`src/rtl/apb_master_arb.sv`:
```
// Two-requester APB master: round-robin arbitration, address decode to GPIO/UART,
// SETUP/ACCESS sequencing with a per-transfer timeout. All outputs are registered.
module apb_master_arb #(
  parameter int DATA_W  = 32,
  parameter int ADDR_W  = 32,
  parameter int TIMEOUT = 255
) (
  input  logic              clk,
  input  logic              rst_n,
  input  logic              req0,
  input  logic              req1,
  input  logic [ADDR_W-1:0] addr0,
  input  logic [ADDR_W-1:0] addr1,
  input  logic              wr0,
  input  logic              wr1,
  input  logic [DATA_W-1:0] wdata0,
  input  logic [DATA_W-1:0] wdata1,
  output logic              done0,
  output logic              done1,
  output logic              err0,
  output logic              err1,
  output logic [DATA_W-1:0] rdata0,
  output logic [DATA_W-1:0] rdata1,
  output logic [1:0]        psel,
  output logic              penable,
  output logic              pwrite,
  output logic [ADDR_W-1:0] paddr,
  output logic [DATA_W-1:0] pwdata,
  input  logic [DATA_W-1:0] prdata,
  input  logic              pready,
  input  logic              pslverr
);

  typedef enum logic [1:0] {IDLE, SETUP, ACCESS, RESP} state_t;

  localparam logic [7:0] TO_LAST = 8'(TIMEOUT - 1);

  state_t            state, next;
  logic              gnt_q, last_q;
  logic [ADDR_W-1:0] addr_q;
  logic              wr_q;
  logic [DATA_W-1:0] wdata_q;
  logic [1:0]        tgt_q;
  logic [7:0]        cnt_q;

  logic              pick, take, owner, bus_on;
  logic [ADDR_W-1:0] pick_addr, addr_n;
  logic              pick_wr, wr_n;
  logic [DATA_W-1:0] pick_wdata, wdata_n;
  logic [1:0]        pick_tgt, tgt_n;
  logic              rsp_err;
  logic [DATA_W-1:0] rsp_data;

  // On a tie the requester not served last wins; otherwise whichever is asking.
  assign pick       = (req0 && req1) ? ~last_q : req1;
  assign pick_addr  = pick ? addr1  : addr0;
  assign pick_wr    = pick ? wr1    : wr0;
  assign pick_wdata = pick ? wdata1 : wdata0;

  always_comb begin
    case (pick_addr[15:12])
      4'h1:    pick_tgt = 2'b01;
      4'h2:    pick_tgt = 2'b10;
      default: pick_tgt = 2'b00;
    endcase
  end

  always_comb begin
    next     = state;
    take     = 1'b0;
    rsp_err  = 1'b0;
    rsp_data = '0;
    case (state)
      IDLE: begin
        if (req0 || req1) begin
          take = 1'b1;
          // An unmapped address completes immediately with an error, no bus cycle.
          if (pick_tgt != 2'b00) begin
            next = SETUP;
          end else begin
            next    = RESP;
            rsp_err = 1'b1;
          end
        end
      end
      SETUP: next = ACCESS;
      ACCESS: begin
        if (pready) begin
          next     = RESP;
          rsp_err  = pslverr;
          rsp_data = (!wr_q && !pslverr) ? prdata : '0;
        end else if (cnt_q == TO_LAST) begin
          next    = RESP;
          rsp_err = 1'b1;
        end
      end
      RESP:    next = IDLE;
      default: next = IDLE;
    endcase
  end

  always_ff @(posedge clk) begin
    if (!rst_n) state <= IDLE;
    else        state <= next;
  end

  // Values the registered outputs take on the next edge: fresh grant or latched request.
  assign owner   = take ? pick       : gnt_q;
  assign tgt_n   = take ? pick_tgt   : tgt_q;
  assign addr_n  = take ? pick_addr  : addr_q;
  assign wr_n    = take ? pick_wr    : wr_q;
  assign wdata_n = take ? pick_wdata : wdata_q;
  assign bus_on  = (next == SETUP) || (next == ACCESS);

  always_ff @(posedge clk) begin
    if (!rst_n) begin
      gnt_q   <= 1'b0;
      last_q  <= 1'b1;
      addr_q  <= '0;
      wr_q    <= 1'b0;
      wdata_q <= '0;
      tgt_q   <= 2'b00;
      cnt_q   <= '0;
      psel    <= 2'b00;
      penable <= 1'b0;
      pwrite  <= 1'b0;
      paddr   <= '0;
      pwdata  <= '0;
      done0   <= 1'b0;
      done1   <= 1'b0;
      err0    <= 1'b0;
      err1    <= 1'b0;
      rdata0  <= '0;
      rdata1  <= '0;
    end else begin
      if (take) begin
        gnt_q   <= pick;
        addr_q  <= pick_addr;
        wr_q    <= pick_wr;
        wdata_q <= pick_wdata;
        tgt_q   <= pick_tgt;
      end
      cnt_q <= (state == ACCESS && next == ACCESS) ? cnt_q + 8'd1 : 8'd0;
      if (state == RESP) last_q <= gnt_q;

      psel    <= bus_on ? tgt_n : 2'b00;
      penable <= (next == ACCESS);
      pwrite  <= bus_on && wr_n;
      paddr   <= bus_on ? addr_n  : '0;
      pwdata  <= bus_on ? wdata_n : '0;

      done0  <= (next == RESP) && !owner;
      done1  <= (next == RESP) &&  owner;
      err0   <= (next == RESP) && !owner && rsp_err;
      err1   <= (next == RESP) &&  owner && rsp_err;
      rdata0 <= ((next == RESP) && !owner) ? rsp_data : '0;
      rdata1 <= ((next == RESP) &&  owner) ? rsp_data : '0;
    end
  end

endmodule

```
`config.mk`:
```
export PLATFORM = sky130hd
export DESIGN_NAME = apb_master_arb
export DESIGN_NICKNAME = d
export VERILOG_FILES = /design/src/rtl/apb_master_arb.sv
export SDC_FILE = /design/constraint.sdc
export NUM_CORES = 1
export LEC_CHECK = 0
export BUFFER_PORTS_ARGS = -buffer_cell sky130_fd_sc_hd__buf_2
export CAP_MARGIN = 0
export CELL_PAD_IN_SITES_DETAIL_PLACEMENT = 0
export CELL_PAD_IN_SITES_GLOBAL_PLACEMENT = 1
export CORE_MARGIN = 1.5
export CORE_UTILIZATION = 38
export CTS_CLUSTER_SIZE = 28
export DETAILED_ROUTE_END_ITERATION = 12
export GPL_TIMING_DRIVEN = 0
export HOLD_SLACK_MARGIN = 0.03
export PLACE_DENSITY = 0.85
export SLEW_MARGIN = 20
export SYNTH_ARGS = -nofsm -noshare
export SYNTH_HDL_FRONTEND = slang
export SYNTH_SLANG_ARGS = --single-unit
export TNS_END_PERCENT = 30
```
`constraint.sdc`:
```
create_clock -name clk -period 4.1 [get_ports clk]
set_clock_uncertainty 0.15 [all_clocks]
set_input_delay 0.615 -clock clk [delete_from_list [all_inputs] [get_ports clk]]
set_output_delay 0.615 -clock clk [all_outputs]
set_load 0.005 [all_outputs]
```
==> reports/results.txt, run 1 <==
Inserted Clock Buffers: 23
Syn. warnings: 0
Grt met2 use: 34.2%
Largest net degree at the start of global routing: 14
Critical path type: flop to flop
Initial antenna violation count: 0
Layout cells sized above 1: 35.3%
Slew headroom: 55.4%
Clock root buffer: clkbuf_16
Post-Route WL: 20.1 mm
GRT overflow: 0
Status: finished, final reports clean
Grt met3 use: 4.36%
Final Non-Filler Cells: 1314
Vias in the first global route: 5909
Drt via density: 4.79
Register bit total from synthesis: 215
Residual DRC: 0
Worst-path cell chain: inv_1 -> ha_1 -> o21a_1 -> buf_4 -> buf_2 -> clkbuf_1 -> a21boi_1 -> ha_1 -> nand2_1 -> clkbuf_1 -> clkbuf_1 -> a211oi_1
Row count: 50
CP top delay family: buffers and inverters
CTS tree: done
H-tree depth: 1
GRT Max-Usage Layer: met2
Postcts setup bufs: 0
Post-route ant nets: 0
Post-Syn Instances: 714
Max VDD drop: 0.350 mV
Count of cell types in the netlist: 40
Die width: 143 microns
ANT cells: 0
CP required: 4310 ps
Count of input and output buffers: 302
Commonest non-fill, non-tap cell in the layout: buf_2
Reg clk slew, reported paths: 60 ps
Avg Cell Area, Syn: 10.4 sq um
Crit path time final: 3720 ps
Via count: 6296
Crit path largest cell delay: 490 ps
Sinks on the clock net: 215
Leak pwr: 4.69 nW
Fmax: 268 MHz
Mapped cell area: 7410 sq um
GRT Util Overall: 19.4%
Fin crit share: 90.8%
Crit path buffers/inverters: 6
Most frequent cells in the layout: buf_2, dfxtp_1, nor2_1
Layout Nets: 1215
Startpoint Class: flop
Placed cell count: 1276
Filler instances: 1813
Critical path fanouts, max: 10
PwrDens: 680 nW/um^2
Critical Path Sink Type: flop
Number of hold buffers added after cts: 0
First DRT Iteration DRCs: 240
Clock Latency Late Sink: 500 ps
RSZ-0062 raised after global routing: false
Worst-margin pin slew: 668 ps
Core area: 18900 sq um
Critical path arrival: 3940 ps
Cell mode on critical path: clkbuf_1
Met1 Use GR: 23.3%
R2r setup slk: 380 ps
Final hold vios: 0
DP HPWL: 15.1 mm
Boundary Pins: 304
Sequential share of the synthesized area: 58.1%
Hold Crit Class: primary input to flop
Max Cap Viol: 0
# setup viols final: 0
Synthesis-to-finish area growth: 34.6%
CP max stage cell: clkbuf_1
WL per Instance: 15.3 microns
Setup TNS: 0 ps
First-pass GRT wire length: 30.9 mm
RePlAce Congestion: 0.843
Clock buffer depth: 3
Starting Density: 39.2%
Die Area: 20300 sq um
PostCTS Resize Cnt: 0
Post-synth net total: 888
DRT Pass-1 Iters: 4
Die Ht: 143 microns
Max Slew Vio Count: 0
-- per-stage QoR --
| stage | utilization [%] | hold WS, ps | setup WS, ps | cell area (sq um) | power, W |
|---|---|---|---|---|---|
| CTS | 52.8 | 179 | 329 | 9970 | 0.00685 |
| floorplan | - | 296 | 1330 | 7410 | 0.00410 |
| global route | 52.8 | 187 | 53.3 | 9970 | 0.00721 |
| finish | 52.8 | 199 | 375 | 9970 | 0.00678 |
| global placement | 48.9 | 318 | 330 | 9250 | 0.00483 |
| detailed placement | 48.9 | 337 | 316 | 9250 | 0.00486 |
-- registers in the layout, indices dropped and copies added, names as in the netlist --
register  count
addr_q       32
cnt_q         8
done0         1
done1         1
err0          1
err1          1
gnt_q         1
last_q        1
paddr        32
penable       1
psel          2
pwdata       32
pwrite        1
rdata0       32
rdata1       32
state         2
tgt_q         2
wdata_q      32
wr_q          1
-- cell usage after synthesis, drive strengths merged --
cell type	n	share of area (%)
mux2i	66	8.9
a211oi	133	14
a31o	2	0.24
and4	1	0.12
and2	1	0.084
a41oi	1	0.12
a21boi	2	0.20
nand4b	4	0.47
clkbuf	25	1.3
nand3	6	0.54
inv	7	0.35
buf	30	2.3
o2111ai	1	0.20
dfxtp	215	58
nand2	38	2.0
nor2	149	7.5
nor4b	1	0.12
nand4	1	0.084
nor3	3	0.20
o21ai	1	0.067
nor4	1	0.084
a21bo	1	0.14
nor3b	1	0.10
ha	6	1.0
xnor2	1	0.12
a2111oi	1	0.37
o21a	1	0.10
and3	3	0.25
nand3b	1	0.15
xor2	7	0.83
a21oi	4	0.32
-- cell families (layout without fill, tap and decap cells) --
kind of cell	after synthesis	count (layout)	synth area share [%]
XOR/XNOR	8	8	0.946
multiplexers	66	66	8.91
flip-flops	215	215	58.1
AO/OA/AOI/OAI	147	147	15.4
adder cells (fa/ha/maj)	6	6	1.01
buffers and inverters	62	402	3.97
AND/OR/NAND/NOR	210	210	11.7
-- power breakdown --
group          switching [W]  total, W  leakage [nW]  internal, W
registers           0.000119   0.00266          1.76      0.00254
clock network       0.000804   0.00199         0.344      0.00118
logic                0.00139   0.00214          2.59     0.000742
-- routing by layer --
metal  vias to the layer above  wire length, microns
li1                       3177                     -
met1                      2851                  8500
met2                       238                  9710
met3                        30                  1450
met4                         0                   487
met5                         -                     0
-- final cells by class --
type,count,area [sq um],area share [%]
Inverter,7,26.3,0.263
Multi-Input combinational cell,437,2810,28.2
Buffer,55,268,2.69
Tap cell,260,325,3.26
Clock buffer,33,663,6.65
Sequential cell,215,4300,43.2
Timing Repair Buffer,302,1510,15.2
Clock inverter,5,61.3,0.615
-- worst reg2reg max path, stage by stage (launching register included) --
cell and delay, ps:
dfxtp_1 360, inv_1 100, ha_1 270, o21a_1 160
buf_4 150, buf_2 270, clkbuf_1 470, a21boi_1 130
ha_1 310, nand2_1 170, clkbuf_1 490, clkbuf_1 470
a211oi_1 90
-- path summary, 6_finish.rpt --
kind	from	to	cells past startpoint
max	state[0]	paddr[20]	12
min	prdata[1]	rdata1[1]	3
max reg2reg	state[0]	paddr[20]	12
min reg2reg	cnt_q[0]	cnt_q[0]	1
(Power assumes the default switching activity.)
==> run 2, diff against run 1 <==
--- a/config.mk
+++ b/config.mk
@@ -13,7 +13,7 @@
 export CORE_UTILIZATION = 38
 export CTS_CLUSTER_SIZE = 28
 export DETAILED_ROUTE_END_ITERATION = 12
-export GPL_TIMING_DRIVEN = 0
+export GPL_TIMING_DRIVEN = 1
 export HOLD_SLACK_MARGIN = 0.03
 export PLACE_DENSITY = 0.85
 export SLEW_MARGIN = 20
==> reports/results.txt, run 2 (synthesis gave the netlist of run 1 again) <==
Vias in the first global route: 5690 (was 5909)
Layout cells sized above 1: 35.7% (was 35.3%)
Leak pwr: 4.61 nW (was 4.69 nW)
Critical Path Sink Type: flop (unchanged)
Final hold vios: 0 (unchanged)
Max Cap Viol: 0 (unchanged)
Reg clk slew, reported paths: 60 ps (about the same)
Commonest non-fill, non-tap cell in the layout: buf_2 (unchanged)
Die width: 143 microns (unchanged)
Core area: 18900 sq um (unchanged)
ANT cells: 0 (unchanged)
WL per Instance: 14.5 microns (was 15.3 microns)
Postcts setup bufs: 0 (unchanged)
GRT overflow: 0 (unchanged)
GRT Util Overall: 17.5% (was 19.4%)
Largest net degree at the start of global routing: 92 (was 14)
Critical path fanouts, max: 30 (was 10)
DP HPWL: 13.0 mm (was 15.1 mm)
Crit path time final: 3090 ps (was 3720 ps)
CTS tree: done (unchanged)
Most frequent cells in the layout: buf_2, dfxtp_1, nor2_1 (unchanged)
First DRT Iteration DRCs: 174 (was 240)
Clock root buffer: clkbuf_16 (unchanged)
Max Slew Vio Count: 0 (unchanged)
Die Ht: 143 microns (unchanged)
Startpoint Class: flop (unchanged)
Critical path type: flop to flop (unchanged)
Post-Route WL: 18.4 mm (was 20.1 mm)
Clock Latency Late Sink: 490 ps (was 500 ps)
Synthesis-to-finish area growth: 31.9% (was 34.6%)
Layout Utilization: 51.7% (was 52.8%)
Inserted Clock Buffers: 22 (was 23)
RePlAce Congestion: 0.826 (was 0.843)
Via count: 6046 (was 6296)
Row count: 50 (unchanged)
Count of input and output buffers: 303 (was 302)
Starting Density: 39.2% (unchanged)
H-tree depth: 1 (unchanged)
RSZ-0062 raised after global routing: false (unchanged)
DRT Pass-1 Iters: 4 (unchanged)
Drt via density: 4.77 (was 4.79)
Worst-margin pin slew: 883 ps (was 668 ps)
Fin crit share: 75.4% (was 90.8%)
PwrDens: 670 nW/um^2 (was 680 nW/um^2)
Max VDD drop: 0.306 mV (was 0.350 mV)
Slew headroom: 41.2% (was 55.4%)
Layout Nets: 1167 (was 1215)
Boundary Pins: 304 (unchanged)
Status: finished, final reports clean (unchanged)
Post-route ant nets: 0 (unchanged)
Setup TNS: 0 ps (unchanged)
Die Area: 20300 sq um (unchanged)
Residual DRC: 0 (unchanged)
Clock buffer depth: 3 (unchanged)
PostCTS Resize Cnt: 0 (unchanged)
Sinks on the clock net: 215 (unchanged)
Hold Crit Class: primary input to flop (unchanged)
Number of hold buffers added after cts: 0 (unchanged)
# setup viols final: 0 (unchanged)
CP required: 4280 ps (was 4310 ps)
First-pass GRT wire length: 28.4 mm (was 30.9 mm)
Initial antenna violation count: 0 (unchanged)
Critical path arrival: 3270 ps (was 3940 ps)
Fmax: 323 MHz (was 268 MHz)
run 2: cell count changes in the layout (fill, tap and decap cells not counted), sizes merged:
cell      change
buf          -22
clkbuf       -26
clkinv        +5
clkinvlp      -3
inv           -1
run 2: path summary, 6_finish.rpt:
path	startpoint	to	slack [ps]	depth (start not counted)
worst max-delay path	state[0]	paddr[29]	1010	9
worst min-delay path	prdata[15]	rdata0[15]	210	3
worst max register to register	state[0]	paddr[29]	1010	9
worst min register to register	gnt_q	last_q	340	2
run 2: critical path, stage by stage (launching register included):
cell and delay [ps]:
dfxtp_1 360, inv_1 100, ha_1 290, o21a_4 390, a2111oi_4 70, nor3_1 340, ha_1 310, nand2_2 520
buf_4 320, a211oi_1 70
run 2: per-layer routing:
layer / up-vias / share of wire [%] / track usage, %
met5: - / 0 / 0
met4: 0 / 2.4 / 5.91
met3: 30 / 8.6 / 4.86
met2: 240 / 47 / 30.7
met1: 2697 / 42 / 20.6
li1: 3079 / - / -
run 2: metrics by stage:
stage | hold WS, ps | worst slack [ps] | cell area, sq um | power (W) | cells
6_report | 206 | 1010 | 9780 | 0.00655 | 1267
5_1_grt | 192 | 808 | 9780 | 0.00698 | 1267
4_1_cts | 188 | 954 | 9780 | 0.00664 | 1267
3_5_place_dp | 317 | 919 | 9070 | 0.00469 | 1229
3_3_place_gp | 314 | 1010 | 9070 | 0.00465 | 1229
2_1_floorplan | 296 | 1330 | 7410 | 0.00410 | 714
run 2: where the power goes:
part / internal (W) / leakage (nW) / switching (W)
Sequential: 0.00254 / 1.76 / 0.000123
Clock: 0.00116 / 0.352 / 0.000771
Combinational: 0.000702 / 2.50 / 0.00126
Total: 0.00440 / 4.61 / 0.00215
run 2: layout make-up:
| class | count | area (sq um) |
|---|---|---|
| multi-input combinational | 437 | 2830 |
| tap | 260 | 325 |
| inverter | 7 | 26.3 |
| timing repair buffer | 310 | 1580 |
| clock inverter | 6 | 55.1 |
| sequential | 215 | 4300 |
| clock buffer | 32 | 649 |
| fill | 1756 | 9120 |
